File: config.mk
export PLATFORM = sky130hd
export DESIGN_NAME = band_level_meter_flat
export DESIGN_NICKNAME = d
export VERILOG_FILES = /design/src/rtl/band_level_meter_if.sv /design/src/rtl/band_level_meter.sv /design/src/flat_wrapper.sv
export SDC_FILE = /design/constraint.sdc
export NUM_CORES = 1
export LEC_CHECK = 0
export BUFFER_PORTS_ARGS = -buffer_cell sky130_fd_sc_hd__buf_2
export CAP_MARGIN = 20
export CORE_AREA = 2 2 158 160
export DETAILED_ROUTE_END_ITERATION = 8
export DIE_AREA = 0 0 160 162
export GPL_TIMING_DRIVEN = 1
export MAX_ROUTING_LAYER = met4
export PLACE_DENSITY = 0.75
export SKIP_CTS_REPAIR_TIMING = 1
export SYNTH_ARGS = -nofsm -noshare
export SYNTH_HDL_FRONTEND = slang
export SYNTH_SLANG_ARGS = --single-unit
File: constraint.sdc
create_clock -name clock -period 2.68 [get_ports clock]
set_input_delay 0.402 -clock clock [delete_from_list [all_inputs] [get_ports clock]]
set_output_delay 0.402 -clock clock [all_outputs]
set_load 0.1 [all_outputs]
File: src/rtl/band_level_meter_if.sv
// Level stream handshake between band_level_meter and its consumer.
// Producer drives valid/chan/data; consumer drives ready.
interface band_level_meter_if;
    logic        level_valid;
    logic        level_ready;
    logic [2:0]  level_chan;
    logic [15:0] level_data;

    modport master (
        output level_valid,
        output level_chan,
        output level_data,
        input  level_ready
    );

    modport slave (
        input  level_valid,
        input  level_chan,
        input  level_data,
        output level_ready
    );
endinterface

File: src/rtl/band_level_meter.sv
// Eight-band level meter: delayed snapshot, saturated magnitude, streamed out.
// Define PEAK_HOLD_EN for peak-hold with per-frame decay; otherwise level = |snap|.
module band_level_meter #(
    parameter int CAPTURE_DELAY = 72,
    parameter int DECAY_SHIFT   = 4
) (
    input  logic               clock,
    input  logic               reset,
    input  logic               din_enable,
    input  logic signed [15:0] bank0,
    input  logic signed [15:0] bank1,
    input  logic signed [15:0] bank2,
    input  logic signed [15:0] bank3,
    input  logic signed [15:0] bank4,
    input  logic signed [15:0] bank5,
    input  logic signed [15:0] bank6,
    input  logic signed [15:0] bank7,
    band_level_meter_if.master lvl,
    output logic               frame_done,
    output logic               overrun
);

    localparam int CW = (CAPTURE_DELAY > 1) ? $clog2(CAPTURE_DELAY) : 1;
    localparam logic [CW-1:0] LOAD = CW'(CAPTURE_DELAY - 1);

    if (CAPTURE_DELAY < 1 || DECAY_SHIFT < 1 || DECAY_SHIFT > 15) begin : g_bad_cfg
    end

    typedef enum logic [1:0] {IDLE, WAIT, UPDATE, SEND} state_t;

    state_t             state, state_nxt;
    logic [CW-1:0]      cnt, cnt_nxt;
    logic [2:0]         idx, idx_nxt;
    logic               valid_q, valid_nxt;
    logic               done_nxt, ovr_nxt;
    logic               snap_en, peak_en, xfer;
    logic signed [15:0] bank [8];
    logic signed [15:0] snap [8];
    logic [14:0]        peak [8];
    logic [14:0]        peak_upd [8];

    function automatic logic [14:0] mag_of(input logic signed [15:0] s);
        logic [15:0] neg;
        neg = 16'(-s);
        if (s == 16'sh8000)
            return 15'h7fff;
        else if (s[15])
            return neg[14:0];
        else
            return s[14:0];
    endfunction

    always_comb begin
        bank[0] = bank0;
        bank[1] = bank1;
        bank[2] = bank2;
        bank[3] = bank3;
        bank[4] = bank4;
        bank[5] = bank5;
        bank[6] = bank6;
        bank[7] = bank7;
    end

    always_comb begin
        for (int i = 0; i < 8; i++) begin
            peak_upd[i] = mag_of(snap[i]);
`ifdef PEAK_HOLD_EN
            begin
                logic [14:0] mag, dec;
                mag = mag_of(snap[i]);
                dec = peak[i] - (peak[i] >> DECAY_SHIFT);
                peak_upd[i] = (mag >= dec) ? mag : dec;
            end
`endif
        end
    end

    assign xfer = valid_q & lvl.level_ready;

    always_comb begin
        state_nxt = state;
        cnt_nxt   = cnt;
        idx_nxt   = idx;
        valid_nxt = 1'b0;
        done_nxt  = 1'b0;
        ovr_nxt   = overrun;
        snap_en   = 1'b0;
        peak_en   = 1'b0;
        unique case (state)
            IDLE: begin
                cnt_nxt = LOAD;
                if (din_enable)
                    state_nxt = WAIT;
            end
            WAIT: begin
                if (din_enable)
                    ovr_nxt = 1'b1;
                if (cnt != '0) begin
                    cnt_nxt = cnt - 1'b1;
                end else begin
                    snap_en   = 1'b1;
                    state_nxt = UPDATE;
                end
            end
            UPDATE: begin
                if (din_enable)
                    ovr_nxt = 1'b1;
                peak_en   = 1'b1;
                idx_nxt   = 3'd0;
                valid_nxt = 1'b1;
                state_nxt = SEND;
            end
            SEND: begin
                valid_nxt = 1'b1;
                if (xfer && idx == 3'd7) begin
                    // A strobe on the closing transfer starts the next frame.
                    idx_nxt   = 3'd0;
                    valid_nxt = 1'b0;
                    done_nxt  = 1'b1;
                    if (din_enable) begin
                        state_nxt = WAIT;
                        cnt_nxt   = LOAD;
                    end else begin
                        state_nxt = IDLE;
                    end
                end else begin
                    if (xfer)
                        idx_nxt = idx + 3'd1;
                    if (din_enable)
                        ovr_nxt = 1'b1;
                end
            end
            default: state_nxt = IDLE;
        endcase
    end

    always_ff @(posedge clock or negedge reset) begin
        if (!reset) begin
            state      <= IDLE;
            cnt        <= '0;
            idx        <= 3'd0;
            valid_q    <= 1'b0;
            frame_done <= 1'b0;
            overrun    <= 1'b0;
        end else begin
            state      <= state_nxt;
            cnt        <= cnt_nxt;
            idx        <= idx_nxt;
            valid_q    <= valid_nxt;
            frame_done <= done_nxt;
            overrun    <= ovr_nxt;
        end
    end

    always_ff @(posedge clock or negedge reset) begin
        if (!reset) begin
            for (int i = 0; i < 8; i++) begin
                snap[i] <= '0;
                peak[i] <= '0;
            end
        end else begin
            for (int i = 0; i < 8; i++) begin
                if (snap_en)
                    snap[i] <= bank[i];
                if (peak_en)
                    peak[i] <= peak_upd[i];
            end
        end
    end

    assign lvl.level_valid = valid_q;
    assign lvl.level_chan  = idx;
    assign lvl.level_data  = {1'b0, peak[idx]};

endmodule
File: src/flat_wrapper.sv
// flat-port wrapper written by rule: the top's interface ports become plain ports
module band_level_meter_flat 
#(
    parameter int CAPTURE_DELAY = 72,
    parameter int DECAY_SHIFT   = 4
)
  (clock, reset, din_enable, bank0, bank1, bank2, bank3, bank4, bank5, bank6, bank7, frame_done, overrun, lvl_level_valid, lvl_level_chan, lvl_level_data, lvl_level_ready);
  band_level_meter_if lvl_i ();
  input  logic clock;
  input  logic reset;
  input  logic din_enable;
  input  logic signed [15:0] bank0;
  input  logic signed [15:0] bank1;
  input  logic signed [15:0] bank2;
  input  logic signed [15:0] bank3;
  input  logic signed [15:0] bank4;
  input  logic signed [15:0] bank5;
  input  logic signed [15:0] bank6;
  input  logic signed [15:0] bank7;
  output logic frame_done;
  output logic overrun;
  output wire logic [$bits(lvl_i.level_valid)-1:0] lvl_level_valid;
  output wire logic [$bits(lvl_i.level_chan)-1:0] lvl_level_chan;
  output wire logic [$bits(lvl_i.level_data)-1:0] lvl_level_data;
  input wire logic [$bits(lvl_i.level_ready)-1:0] lvl_level_ready;
  assign lvl_level_valid = lvl_i.level_valid;
  assign lvl_level_chan = lvl_i.level_chan;
  assign lvl_level_data = lvl_i.level_data;
  assign lvl_i.level_ready = lvl_level_ready;
  band_level_meter #(.CAPTURE_DELAY(CAPTURE_DELAY), .DECAY_SHIFT(DECAY_SHIFT)) u_core (.clock(clock), .reset(reset), .din_enable(din_enable), .bank0(bank0), .bank1(bank1), .bank2(bank2), .bank3(bank3), .bank4(bank4), .bank5(bank5), .bank6(bank6), .bank7(bank7), .lvl(lvl_i), .frame_done(frame_done), .overrun(overrun));
endmodule
# ---- After elaboration in Yosys (flattened, before gate mapping)
# Cells that the tools add are included.
dict set report op_classes {
  add_sub_neg 10
  magnitude_cmp 1
  n_eq_ne 19
  mux 41
  bitwise 2
  n_reduce_logical 11
}
# op count
set ops {}
lappend ops {{15-bit 2-to-1 mux} 18}
lappend ops {{16-bit equality test, second input constant} 8}
lappend ops {{15-bit negator} 8}
lappend ops {{15-bit binary-select mux with 3-bit select} 1}
lappend ops {{7-bit 2-to-1 mux} 3}
lappend ops {{7-bit case mux with 3 select lines} 1}
lappend ops {{1-bit 2-to-1 mux} 9}
lappend ops {{2-bit != test, second input constant} 4}
lappend ops {{2-bit case mux with 4 select lines} 1}
lappend ops {{7-bit nonzero test} 1}
lappend ops {{7-bit by 1-bit subtractor with 7-bit output, second input constant} 1}
lappend ops {{2-bit 2-to-1 mux} 3}
lappend ops {{3-bit 2-to-1 mux} 2}
lappend ops {{3-bit case mux with 2 select lines} 1}
lappend ops {{2-bit equality test, second input constant} 2}
lappend ops {{4-bit greater-or-equal comparator, second input constant} 1}
lappend ops {{2-bit by 1-bit != test with 1-bit output, second input constant} 2}
lappend ops {{3-bit NOT with 4-bit output} 1}
lappend ops {{1-bit case mux with 2 select lines} 2}
lappend ops {{2-bit AND reduction} 2}
lappend ops {{4-bit AND reduction} 1}
lappend ops {{2-bit nonzero test} 2}
lappend ops {{3-bit by 1-bit adder with 3-bit output, second input constant} 1}
lappend ops {{3-bit equality test, second input constant} 1}
lappend ops {{other kinds (8)} 8}
dict set report totals {
  reg_bits 263
  inputBits 132
}

# ---- Depth between registers and ports, before layout
dict set report logic_depth {
  ltp_word 4
  depth_mapped 9
}

# ---- Worst setup path after synthesis
# No wires, ideal clock.
dict set report synth_timing {
  path_kind {reg-to-output}
  start {register u_core.idx[0], in the netlist u_core.lvl.level_chan[0]}
  end {output port lvl_level_data[14]}
  arrival_time_ns 4.374
  path_slack_ns -2.096
  stages_incl_launch_ff 5
  n_path_buf 2
  path_cell_list {dfrtp_1 -> clkbuf_1 -> buf_1 -> mux4_2 -> o21ai_0}
}
dict set report synth_between {
  elab_chain_len 4
}
# element line_no
set synth_lines {}
lappend synth_lines {{start, declared} band_level_meter.sv:33} ;# logic [2:0] idx, idx_nxt;
lappend synth_lines {{start signal, assigned} band_level_meter.sv:148} ;# idx <= idx_nxt;
lappend synth_lines {{3-bit NOT with 4-bit output (not written as such)} band_level_meter.sv:173} ;# assign lvl.level_data = {1'b0, peak[idx]};
lappend synth_lines {{15-bit binary-select mux with 3-bit select} band_level_meter.sv:173}
lappend synth_lines {{15-bit 2-to-1 mux (not written as such) (2 in a row)} band_level_meter.sv:173}
lappend synth_lines {{end, declared} flat_wrapper.sv:24} ;# output wire logic [$bits(lvl_i.level_data)-1:0] lvl_level_data;
# Every way passes these cells. The select of a mux whose other input is x is not followed.

# ---- Final worst setup path
dict set report layout_timing {
  start {register u_core.idx[0], in the netlist u_core.lvl.level_chan[0]}
  end {output port lvl_level_data[9]}
}
# Same word-level chain as after synthesis.

==> metrics <==
status=completed; Period minus WS final=2.64 ns; period utilization=98.5%; Ys Warns=0; Cells after Synth=1427; starting DRC count in detailed routing=928; FMAX=0.379 GHz; CTS clock-pin slew for the worst setup and hold paths=0.06 ns; proportion of layout cells with a drive suffix above 1=18.3%; Worst setup EP type=output port; first-pass detailed-route iteration total=5; Setup CP Type=register to output port; placed cells=1850; most frequent cells in the layout=nand2_1 (406), dfrtp_1 (261), nor2_1 (149); initial core utilization=54.6%; die height=162 um; Ports=154; ys async rst share=100%; area delta synth->final=17.2%; worst-margin pin slew=0.926 ns; Setup Skew=0.0139 ns; number of flops mapped to enable cells by yosys=0; largest net degree at the start of global routing=67; Worst setup SP type=register; H-Tree Level Count=1; TritonCTS clock tree=built; final slew viol count=0; Non-Filler Instances=1906; # rows=57; routability cong.=0.902; CP Max Fanout=9; clock latency on the worst-skew pair=0.54 ns; residual DRC count=0; top cell type's share of synthesized area=50.0%; Final Cell Area=15400 um^2; clock root buffer=clkbuf_16; worst vdd ir=0.00108 V; fill count=2015; Final ANT Viol Nets=0; worst rel slew slack=38.1%; CTS buffer count=28; ranking of synthesized cells by area=dfrtp_1 (50%), nand2_1 (12%), xor2_1 (5.5%); post-detail-place hpwl=23900 um; Area after DPL=14300 um^2; Syn Nets=1576; leak pwr=6.77 nW; critical path data arrival time=2.24 ns; mean area per synthesized cell=9.22 um^2; vias in the first global route=10267; die width=160 um; final setup fails=0; Fin. Hold Viols=0; sequential fraction of the synthesis area=50.0%; worst hold path type=input port to register; Yosys reg bits=263; pwr dens=993 nW/um^2; Synth Cell Area=13200 um^2; area leader, netlist=dfrtp_1; area of the core=24100 um^2; Die Area=25900 um^2; drt wl/cell=17.5 um; post-DR vias/cell=5.57; first-pass GRT wire length=53900 um; most used flip-flop cell after synthesis=dfrtp_1; GRT overflow=0; TritonCTS Sinks=263; final wirelength=33300 um; initial antenna violation count=0; vias=10607; RSZ-0062 raised after global routing=no; Total GRT Usage=26.5%; leading cell type in the layout, fill and taps excluded=nand2_1; clock tree buffer depth=3; final core utilization=64.0%; Crit path required time=2.28 ns; PortBufs=152; nets=1708; max cap viols=0; distinct cell type count after synthesis=55
[worst max-delay path: stages (launching register included)]
cell       delay [ns]
dfrtp_4          0.47
clkbuf_16        0.19
mux4_2           0.49
mux2_2           0.31
buf_4            0.24
[sequential cells by signal (all words and copies together) (netlist names)]
register and cells:
u_core.peak 120, u_core.frame_done 1, u_core.overrun 1, u_core.snap 128
u_core.state 2, u_core.lvl.level_valid 1, u_core.lvl.level_chan 3, u_core.cnt 7
[per-layer routing]
layer	share of wire [%]	track usage (%)	wire, um	up-vias
met5	0	-	0	-
met3	6.7	3.65	2240	69
li1	-	-	-	5040
met4	2.5	7.17	821	0
met2	46	40.4	15300	362
met1	45	38.0	15000	5136
[logic make-up after synthesis]
kind of cell	after synthesis	synth area share, %
and+or+nand+nor	642	20.5
DFF	263	50.0
AOI/OAI and AO/OA	241	10.7
buffers and inverters	111	3.52
xor gates and xnor gates	100	6.66
muxes	52	6.96
adders and majority gates	17	1.62
other	1	0.0285
[per-stage QoR]
step                      setup TNS, ns  setup slack (ns)  hold WS (ns)  total power, W
after CTS                         -1.77            -0.175        -0.206          0.0150
final                                 0            0.0393        0.0450          0.0153
after global routing                  0          0.000534        0.0451          0.0160
after floorplan                       0            0.0164         0.106         0.00951
after detailed placement              0             0.409         0.363          0.0109
after global placement                0             0.436         0.366          0.0108
[final timing paths]
check	start	endpoint	slack, ns	cells past startpoint
max	u_core.lvl.level_chan[0]	lvl_level_data[9]	0.04	4
min	bank3[4]	u_core.snap[68]	0.05	3
max reg2reg	u_core.lvl.level_chan[0]	u_core.cnt[6]	0.38	9
min reg2reg	u_core.overrun	u_core.overrun	0.48	1
max in group asynchronous	reset	u_core.snap[87]	1.52	3
min in group asynchronous	reset	u_core.snap[27]	0.38	2
[power breakdown]
group	leakage, nW	total [W]	switching, W	internal (W)
combinational	3.56	0.00568	0.00363	0.00205
clock	0.486	0.00399	0.00157	0.00242
sequential	2.72	0.00563	0.000765	0.00486
total	6.77	0.0153	0.00597	0.00933
[synth_stat cells, types with 17 or more instances]
library cell	number
nand2_1	406
dfrtp_1	263
nor2_1	149
a21oi_1	114
xor2_1	82
o21ai_0	59
clkbuf_1	44
inv_1	33
mux4_2	30
o31ai_1	26
xnor2_1	18
ha_1	17
[area by class of cell]
type | instances | area, um^2 | share of cell area [%]
Sequential cell | 263 | 6590 | 42.7
Antenna cell | 1 | 2.50 | 0.0162
Tap cell | 324 | 405 | 2.63
Clock buffer | 38 | 820 | 5.32
Multi-Input combinational cell | 1053 | 6140 | 39.9
Timing Repair Buffer | 180 | 1190 | 7.70
Inverter | 33 | 124 | 0.804
Clock inverter | 14 | 148 | 0.958
Note: power is estimated with default switching activity, not from simulation.
